$ cat src/rtl/gshare_btb_predictor.sv
`default_nettype none
// ============================================================================
// Module   : gshare_btb_predictor
// Purpose  : Gshare direction predictor (2-bit counters indexed by PC xor
//            global history) combined with a direct-mapped tagged BTB.
//            Gives fetch a zero-latency taken/target guess for branch, JAL
//            and JALR instructions. Resolution from EX/MEM trains the tables
//            and repairs the speculative history on a mispredict.
// Ports    : clk, rst             - clock, synchronous active-high reset
//            lkp_*  (in)          - fetch lookup: valid, pc, opcode
//            pred_* (out)         - taken, target, BTB hit, GHR checkpoint
//            upd_*  (in)          - resolved instruction: valid, pc, opcode,
//                                   taken, target, GHR checkpoint, mispredict
//            stat_branches (out)  - accepted updates (saturating)
//            stat_mispred  (out)  - accepted mispredicted updates (saturating)
// Revision : 1.0 - initial release
// ============================================================================
module gshare_btb_predictor #(
    parameter int IDX_W     = 8,
    parameter int HIST_W    = 8,
    parameter int BTB_IDX_W = 6,
    parameter int TAG_W     = 10,
    parameter int CNT_W     = 32
) (
    input  logic              clk,
    input  logic              rst,
    input  logic              lkp_valid,
    input  logic [31:0]       lkp_pc,
    input  logic [6:0]        lkp_opcode,
    output logic              pred_taken,
    output logic [31:0]       pred_target,
    output logic              pred_hit,
    output logic [HIST_W-1:0] pred_ghr,
    input  logic              upd_valid,
    input  logic [31:0]       upd_pc,
    input  logic [6:0]        upd_opcode,
    input  logic              upd_taken,
    input  logic [31:0]       upd_target,
    input  logic [HIST_W-1:0] upd_ghr,
    input  logic              upd_mispredict,
    output logic [CNT_W-1:0]  stat_branches,
    output logic [CNT_W-1:0]  stat_mispred
);

    localparam logic [6:0] c_OP_BR   = 7'b1100011;
    localparam logic [6:0] c_OP_JAL  = 7'b1101111;
    localparam logic [6:0] c_OP_JALR = 7'b1100111;
    localparam int         c_PHT_DEPTH = 1 << IDX_W;
    localparam int         c_BTB_DEPTH = 1 << BTB_IDX_W;
    localparam int         c_TAG_LO    = BTB_IDX_W + 2;
    localparam int         c_TAG_HI    = BTB_IDX_W + TAG_W + 1;

    // ------------------------------------------------------------------
    // State
    // ------------------------------------------------------------------
    logic [c_PHT_DEPTH-1:0][1:0]       r_pht_q,       w_pht_d;
    logic [c_BTB_DEPTH-1:0]            r_btb_valid_q, w_btb_valid_d;
    logic [c_BTB_DEPTH-1:0][TAG_W-1:0] r_btb_tag_q,   w_btb_tag_d;
    logic [c_BTB_DEPTH-1:0][31:0]      r_btb_tgt_q,   w_btb_tgt_d;
    logic [HIST_W-1:0]                 r_ghr_q,       w_ghr_d;
    logic [CNT_W-1:0]                  r_stat_br_q,   w_stat_br_d;
    logic [CNT_W-1:0]                  r_stat_mp_q,   w_stat_mp_d;

    // ------------------------------------------------------------------
    // Lookup side (purely combinational from lkp_* and current state)
    // ------------------------------------------------------------------
    logic [IDX_W-1:0]     w_lkp_pht_idx;
    logic [BTB_IDX_W-1:0] w_lkp_btb_idx;
    logic [TAG_W-1:0]     w_lkp_tag;
    logic                 w_lkp_hit;
    logic                 w_lkp_is_br;
    logic                 w_lkp_is_jmp;
    logic [31:0]          w_lkp_seq;

    // History is zero-extended on the left before the xor
    assign w_lkp_pht_idx = lkp_pc[IDX_W+1:2] ^ IDX_W'(r_ghr_q);
    assign w_lkp_btb_idx = lkp_pc[BTB_IDX_W+1:2];
    assign w_lkp_tag     = lkp_pc[c_TAG_HI:c_TAG_LO];
    assign w_lkp_hit     = r_btb_valid_q[w_lkp_btb_idx] &&
                           (r_btb_tag_q[w_lkp_btb_idx] == w_lkp_tag);
    assign w_lkp_is_br   = (lkp_opcode == c_OP_BR);
    assign w_lkp_is_jmp  = (lkp_opcode == c_OP_JAL) || (lkp_opcode == c_OP_JALR);
    assign w_lkp_seq     = lkp_pc + 32'd4;

    always_comb begin
        pred_taken = 1'b0;
        if (lkp_valid) begin
            if (w_lkp_is_jmp) begin
                pred_taken = w_lkp_hit;
            end else if (w_lkp_is_br) begin
                pred_taken = w_lkp_hit & r_pht_q[w_lkp_pht_idx][1];
            end
        end
        pred_target = pred_taken ? r_btb_tgt_q[w_lkp_btb_idx] : w_lkp_seq;
    end

    assign pred_hit      = w_lkp_hit;
    assign pred_ghr      = r_ghr_q;
    assign stat_branches = r_stat_br_q;
    assign stat_mispred  = r_stat_mp_q;

    // ------------------------------------------------------------------
    // History shift values; a one-bit history has no older bits to keep
    // ------------------------------------------------------------------
    logic [HIST_W-1:0] w_ghr_spec;
    logic [HIST_W-1:0] w_ghr_rec_br;

    generate
        if (HIST_W == 1) begin : g_hist_one
            assign w_ghr_spec   = pred_taken;
            assign w_ghr_rec_br = upd_taken;
        end else begin : g_hist_multi
            assign w_ghr_spec   = {r_ghr_q[HIST_W-2:0], pred_taken};
            assign w_ghr_rec_br = {upd_ghr[HIST_W-2:0], upd_taken};
        end
    endgenerate

    // ------------------------------------------------------------------
    // Update side
    // ------------------------------------------------------------------
    logic [IDX_W-1:0]     w_upd_pht_idx;
    logic [BTB_IDX_W-1:0] w_upd_btb_idx;
    logic                 w_upd_is_br;
    logic                 w_upd_ctl;
    logic [1:0]           w_upd_cnt;
    logic                 w_unused_upd;

    // The checkpoint, not the live GHR, rebuilds the index the lookup used
    assign w_upd_pht_idx = upd_pc[IDX_W+1:2] ^ IDX_W'(upd_ghr);
    assign w_upd_btb_idx = upd_pc[BTB_IDX_W+1:2];
    assign w_upd_is_br   = (upd_opcode == c_OP_BR);
    assign w_upd_ctl     = upd_valid && (w_upd_is_br ||
                           (upd_opcode == c_OP_JAL) || (upd_opcode == c_OP_JALR));
    assign w_upd_cnt     = r_pht_q[w_upd_pht_idx];
    // Low alignment bits and bits above the tag carry no predictor state
    assign w_unused_upd  = ^upd_pc;

    always_comb begin
        w_pht_d       = r_pht_q;
        w_btb_valid_d = r_btb_valid_q;
        w_btb_tag_d   = r_btb_tag_q;
        w_btb_tgt_d   = r_btb_tgt_q;
        w_ghr_d       = r_ghr_q;
        w_stat_br_d   = r_stat_br_q;
        w_stat_mp_d   = r_stat_mp_q;

        if (lkp_valid && w_lkp_is_br) begin
            w_ghr_d = w_ghr_spec;
        end

        if (w_upd_ctl) begin
            if (w_upd_is_br) begin
                if (upd_taken && (w_upd_cnt != 2'b11)) begin
                    w_pht_d[w_upd_pht_idx] = w_upd_cnt + 2'd1;
                end else if (!upd_taken && (w_upd_cnt != 2'b00)) begin
                    w_pht_d[w_upd_pht_idx] = w_upd_cnt - 2'd1;
                end
            end
            if (upd_taken) begin
                w_btb_valid_d[w_upd_btb_idx] = 1'b1;
                w_btb_tag_d[w_upd_btb_idx]   = upd_pc[c_TAG_HI:c_TAG_LO];
                w_btb_tgt_d[w_upd_btb_idx]   = upd_target;
            end
            if (r_stat_br_q != {CNT_W{1'b1}}) begin
                w_stat_br_d = r_stat_br_q + CNT_W'(1);
            end
            if (upd_mispredict && (r_stat_mp_q != {CNT_W{1'b1}})) begin
                w_stat_mp_d = r_stat_mp_q + CNT_W'(1);
            end
            // Repair overrides any speculative shift made this cycle
            if (upd_mispredict) begin
                w_ghr_d = w_upd_is_br ? w_ghr_rec_br : upd_ghr;
            end
        end
    end

    // ------------------------------------------------------------------
    // Registers
    // ------------------------------------------------------------------
    always_ff @(posedge clk) begin
        if (rst) begin
            r_pht_q       <= {c_PHT_DEPTH{2'b01}};
            r_btb_valid_q <= '0;
            r_ghr_q       <= '0;
            r_stat_br_q   <= '0;
            r_stat_mp_q   <= '0;
        end else begin
            r_pht_q       <= w_pht_d;
            r_btb_valid_q <= w_btb_valid_d;
            r_ghr_q       <= w_ghr_d;
            r_stat_br_q   <= w_stat_br_d;
            r_stat_mp_q   <= w_stat_mp_d;
        end
    end

    // Tag/target need no reset: they are qualified by the valid bits
    always_ff @(posedge clk) begin
        if (!rst) begin
            r_btb_tag_q <= w_btb_tag_d;
            r_btb_tgt_q <= w_btb_tgt_d;
        end
    end

endmodule
`default_nettype wire

$ cat config.mk
export PLATFORM = sky130hd
export DESIGN_NAME = gshare_btb_predictor
export DESIGN_NICKNAME = d
export VERILOG_FILES = /design/src/rtl/gshare_btb_predictor.sv
export SDC_FILE = /design/constraint.sdc
export NUM_CORES = 2
export LEC_CHECK = 0
export ABC_AREA = 0
export CAP_MARGIN = 40
export CORE_MARGIN = 2
export CORE_UTILIZATION = 25
export DETAILED_ROUTE_END_ITERATION = 16
export GPL_TIMING_DRIVEN = 0
export PLACE_DENSITY_LB_ADDON = 0.15
export SYNTH_ARGS = -nofsm -noshare
export SYNTH_HDL_FRONTEND = slang
export SYNTH_SLANG_ARGS = --single-unit
export TNS_END_PERCENT = 50
$ cat constraint.sdc
create_clock -name clk -period 7.42 [get_ports clk]
set_input_delay 0.742 -clock clk [delete_from_list [all_inputs] [get_ports clk]]
set_output_delay 0.742 -clock clk [all_outputs]
set_load 0.02 [all_outputs]
# Word level (Yosys, flattened, before mapping)
# Cells that the tools add are included.
# word_totals
ff_bits,3336
# classes
bitwise_logic,5
n_reduce_logical,19
n_mux,32
n_addsub,5
eq_ne,10
order_cmp,6
# ops
op,count
2048-bit bitwise mux,1
512-bit bitwise mux,2
512-bit 2-to-1 mux,2
640-bit bitwise mux,1
32-bit binary-select mux with 6-bit select,1
32-bit demux with 6-bit select,1
32-bit 2-to-1 mux,3
"32-bit by 1-bit adder with 32-bit output, second input constant",2
"32-bit inequality test, second input constant",2
64-bit OR,1
10-bit binary-select mux with 6-bit select,1
10-bit demux with 6-bit select,1
"7-bit equality test, second input constant",6
"32-bit by 3-bit adder with 32-bit output, second input constant",1
2-bit binary-select mux with 8-bit select,2
8-bit 2-to-1 mux,4
10-bit 2-to-1 mux,2
"8-bit by 9-bit less-than comparator with 1-bit output, second input constant",2
2-bit demux with 8-bit select,1
8-bit XOR,2
"6-bit by 7-bit less-than comparator with 1-bit output, second input constant",2
10-bit equality test,1
"8-bit by 1-bit >= comparator with 1-bit output, second input constant",1
1-bit logical AND,8
15 further kinds,27

# Logic depth before layout (Yosys ltp)
# depth
ltp_word,11
depth_mapped,24
mapped_depth_nobuf,18

# Worst setup path before layout
# Ideal clock, no wire load.
# synth_timing
path_type,input to register
startpoint,input port upd_pc[3]
endpoint,register r_pht_q[385] (netlist name)
n_path_buf,6
slack_ns,1.892
arrival_time_ns,5.458
setup_time_ns,0.070
required_ns,7.350
stages,21
cell_sequence,buf_2 > xnor2_1 > buf_2 > buf_2 > buf_2 > mux4_2 > mux2i_1 > mux4_2 > mux4_2 > mux2i_1 > inv_1 > ha_1 > nor2_1 > nor2_1 > nor3_1 > nand3_1 > nor2_1 > clkbuf_1 > buf_1 > nand3_1 > a21oi_1
# synth_via
elab_chain_len,8
elab_cells_between_ends,20
classes_between,add/sub (2); order compare (2); eq/ne (1); mux (8); bitwise (1); reduce/logical (6)
# synth_rtl
item,line_no,rtl
start: declaration,35,"input logic [31:0] upd_pc,"
8-bit XOR *,129,assign w_upd_pht_idx = upd_pc[IDX_W+1:2] ^ IDX_W'(upd_ghr);
"parallel branches: the longest is 7 deep, another holds 2-bit by 1-bit subtractor with 2-bit output",--,
end signal: assignment,182,r_pht_q <= {c_PHT_DEPTH{2'b01}};
end signal: assignment,188,r_pht_q <= w_pht_d;
end: declaration,56,"logic [c_PHT_DEPTH-1:0][1:0] r_pht_q, w_pht_d;"
# Mark *: on every way between the ends. The select of a mux whose other input is x is not followed.
# A chain may end at the register's enable or synchronous reset.

==> run summary <==
Crit-path max cell delay: 0.66 ns
DRC viols: 0
Main flop type after synthesis: edfxtp_1
Vias: 83,000
Number of synthesized register bits: 3,336
Setup violators final: 16
CP endpoint kind: register
Final setup margin: -0.0532 ns
Final hold violation count: 0
FFs w/ async S/R, synth: 0%
CTS sink cnt: 3,336
GP Congestion: 0.901
Worst VDD drop: 0.194 mV
DRT antenna net count: 0
Required time of the critical path: 8.29 ns
Sequential share of the synthesized area: 68.9%
Post-synth EDFFs: 2,688
Area leader, netlist: edfxtp_1
Mean Syn Cell Area: 17.2 sq um
Dpl cells: 15,700
Routed wire length: 530,000 um
Largest net degree at the start of global routing: 65
Mapped Cells: 7,924
Fin cells: 16,500
Worst R2R Setup Slack: 1.11 ns
1st-pass router iterations: 6
GR Util All Layers: 18.7%
Root buffer cell: clkbuf_16
Top-count cell post-synth: edfxtp_1
Cell Area, Synth: 136,000 sq um
Filler instances: 53,000
WP data arrival: 8.35 ns
Core Util, Final: 30.9%
H-Tree Depth: 5
Reg2Reg Depth: 21
CP bufs+invs: 11
Hold/Removal Path Class: in -> reg
Tmin final: 7.47 ns
Worst clock skew: 0.0934 ns
Worst Max-Slew Pin Slew: 1.09 ns
First-pass GRT wire length: 715,000 um
Core ar.: 541,000 sq um
Relative slew slack: 27.2%
Post-DP HPWL: 387,000 um
Hold Crit Start: upd_target[13]
PortBufs: 202
Clock slew at reported path FFs: 0.06 ns
Vias per cell: 5.04
Register Area: 93,700 sq um
Initial Util: 25.1%
Syn_nets: 8,053
Initial drt markers: 9,990
Tot Pwr: 42.4 mW
PwrDens: 254 nW/um^2
TritonCTS clock tree: done
Netlist cell types: 73
Chip Width: 741 um
Maxcap violations: 0
Final worst path period share: 101%
WL per Instance: 32.2 um
RSZ-0062 raised after global routing: true
Die ar.: 550,000 sq um
# nets final: 9,042
Status: finished with violations
Syn-to-layout area delta: 22.9%
Std-Cell Rows: 270
Leak: 51.4 nW
Synth cell count leaders: 2,688 x edfxtp_1, 1,035 x mux4_2, 648 x dfxtp_1, 595 x nand2_1, 579 x nor2_1
Postcts setup bufs: 0
Slowest-stage cell, CP: clkdlybuf4s50_1
Clock Latency Late Sink: 1.01 ns
Violated checks: negative setup slack
Yosys top cell area share: 59.4%
CP top delay family: buffers and inverters
Worst setup path class: in -> reg
I/O Pins: 230
Max FO, Critical Path: 10
Max-slew violations: 0
Die H: 741 um
Share of post-route cells with drive strength above 1: 26.5%
Largest buffer count on any clock path: 4
Hold Path End: r_btb_tgt_q[1741]
Area of the multi-input gates: 40,100 sq um
Synth top area cells: edfxtp_1 59%, mux4_2 17%, dfxtp_1 9.5%, nand2_1 1.6%, nor2_1 1.6%
Ys Warns: 0
Vias in the first global route: 83,300
Cts bufs inserted: 385
Setup_tns: -0.335 ns
Worst Hold Path Cells: 1
Initial antenna violation count: 50
Startpoint types: input pin
GRT overflow: 0
Max frequency: 0.134 GHz
==> logic make-up (layout without fill, tap and decap cells) <==
kind of cell,count (synthesis),count (layout),share of synthesized area [%]
AO/OA/AOI/OAI,844,844,3.99
XOR/XNOR,120,120,0.779
adder cells (fa/ha/maj),5,5,0.0460
buffers and inverters,650,1968,2.17
flip-flops,3336,3336,68.9
multiplexers,1196,1196,18.4
other,0,15,0
AND/OR/NAND/NOR,1773,1773,5.68
==> report_power, final <==
group / switching [mW] / internal (mW)
Combinational: 2.29 / 1.04
Clock: 8.09 / 10.8
Sequential: 0.00122 / 20.2
Total: 10.4 / 32.1
==> state kept, by name (all words and copies together) (netlist names), named ones only <==
signal         count
pred_ghr           8
stat_mispred      32
r_pht_q          256
stat_branches     32
r_btb_tag_q      640
r_btb_valid_q     64
r_btb_tgt_q     2048
==> metal layers <==
layer / share of wire [%] / GRT usage [%] / wire [um] / up-vias
li1: - / - / - / 33700
met1: 43 / 25.8 / 229000 / 44900
met2: 47 / 30.5 / 249000 / 3523
met3: 6.4 / 2.93 / 33900 / 841
met4: 3.5 / 5.81 / 18600 / 14
met5: 0.018 / 0 / 95 / -
==> per-stage QoR <==
| step | worst slack (ns) | hold WS (ns) | area, sq um |
|---|---|---|---|
| floorplan | 1.89 | 0.430 | 136000 |
| global placement | -4.56 | 0.438 | 147000 |
| detailed placement | -2.35 | 0.447 | 154000 |
| CTS | 0.00202 | 0.0302 | 167000 |
| global route | -0.0721 | 0.0803 | 167000 |
| finish | -0.0532 | 0.129 | 167000 |
==> area by class of cell <==
cell class	instances	area share (%)
clock buffers	501	6.22
well taps	7208	5.40
multi-input cells	3938	24.0
diodes	15	0.0225
clock inverters	215	1.23
repair buffers	604	5.16
plain buffers	567	1.68
flip-flops and latches	3336	56.1
inverters	81	0.182
==> worst max-delay path by stage <==
stage,start,to,slack (ns),depth (start not counted)
3_5_place_dp,upd_ghr[1],r_pht_q[403],-2.35,26
4_1_cts,lkp_pc[3],pred_target[16],0.002,16
2_1_floorplan,upd_pc[3],r_pht_q[385],1.89,21
6_report,upd_ghr[2],register,-0.05,27
5_1_grt,upd_pc[2],register,-0.07,26
3_3_place_gp,upd_ghr[2],r_pht_q[403],-4.56,22
==> repair_timing <==
item / in CTS / in global routing
setup endpoints to repair: 545 / 340
resized for setup: 83 / 41
endpoints found under the hold margin: 32 / 0
hold buffers: 5 / 0
==> layout by cell type, fill, tap and decap left out, drive strengths merged, types with 90 or more instances in the layout <==
cell           Yosys  layout
buf              239     670
mux4            1035    1035
edfxtp          2688    2688
clkinv             0     172
dfxtp            648     648
clkdlybuf4s50      0     157
mux2i            113     113
inv               81      90
nand2            595     595
a22oi            190     190
nor2             579     579
nand3            315     315
a21oi            314     314
nor3             121     121
clkbuf           330     835
Power figures use the tool's default switching activity.
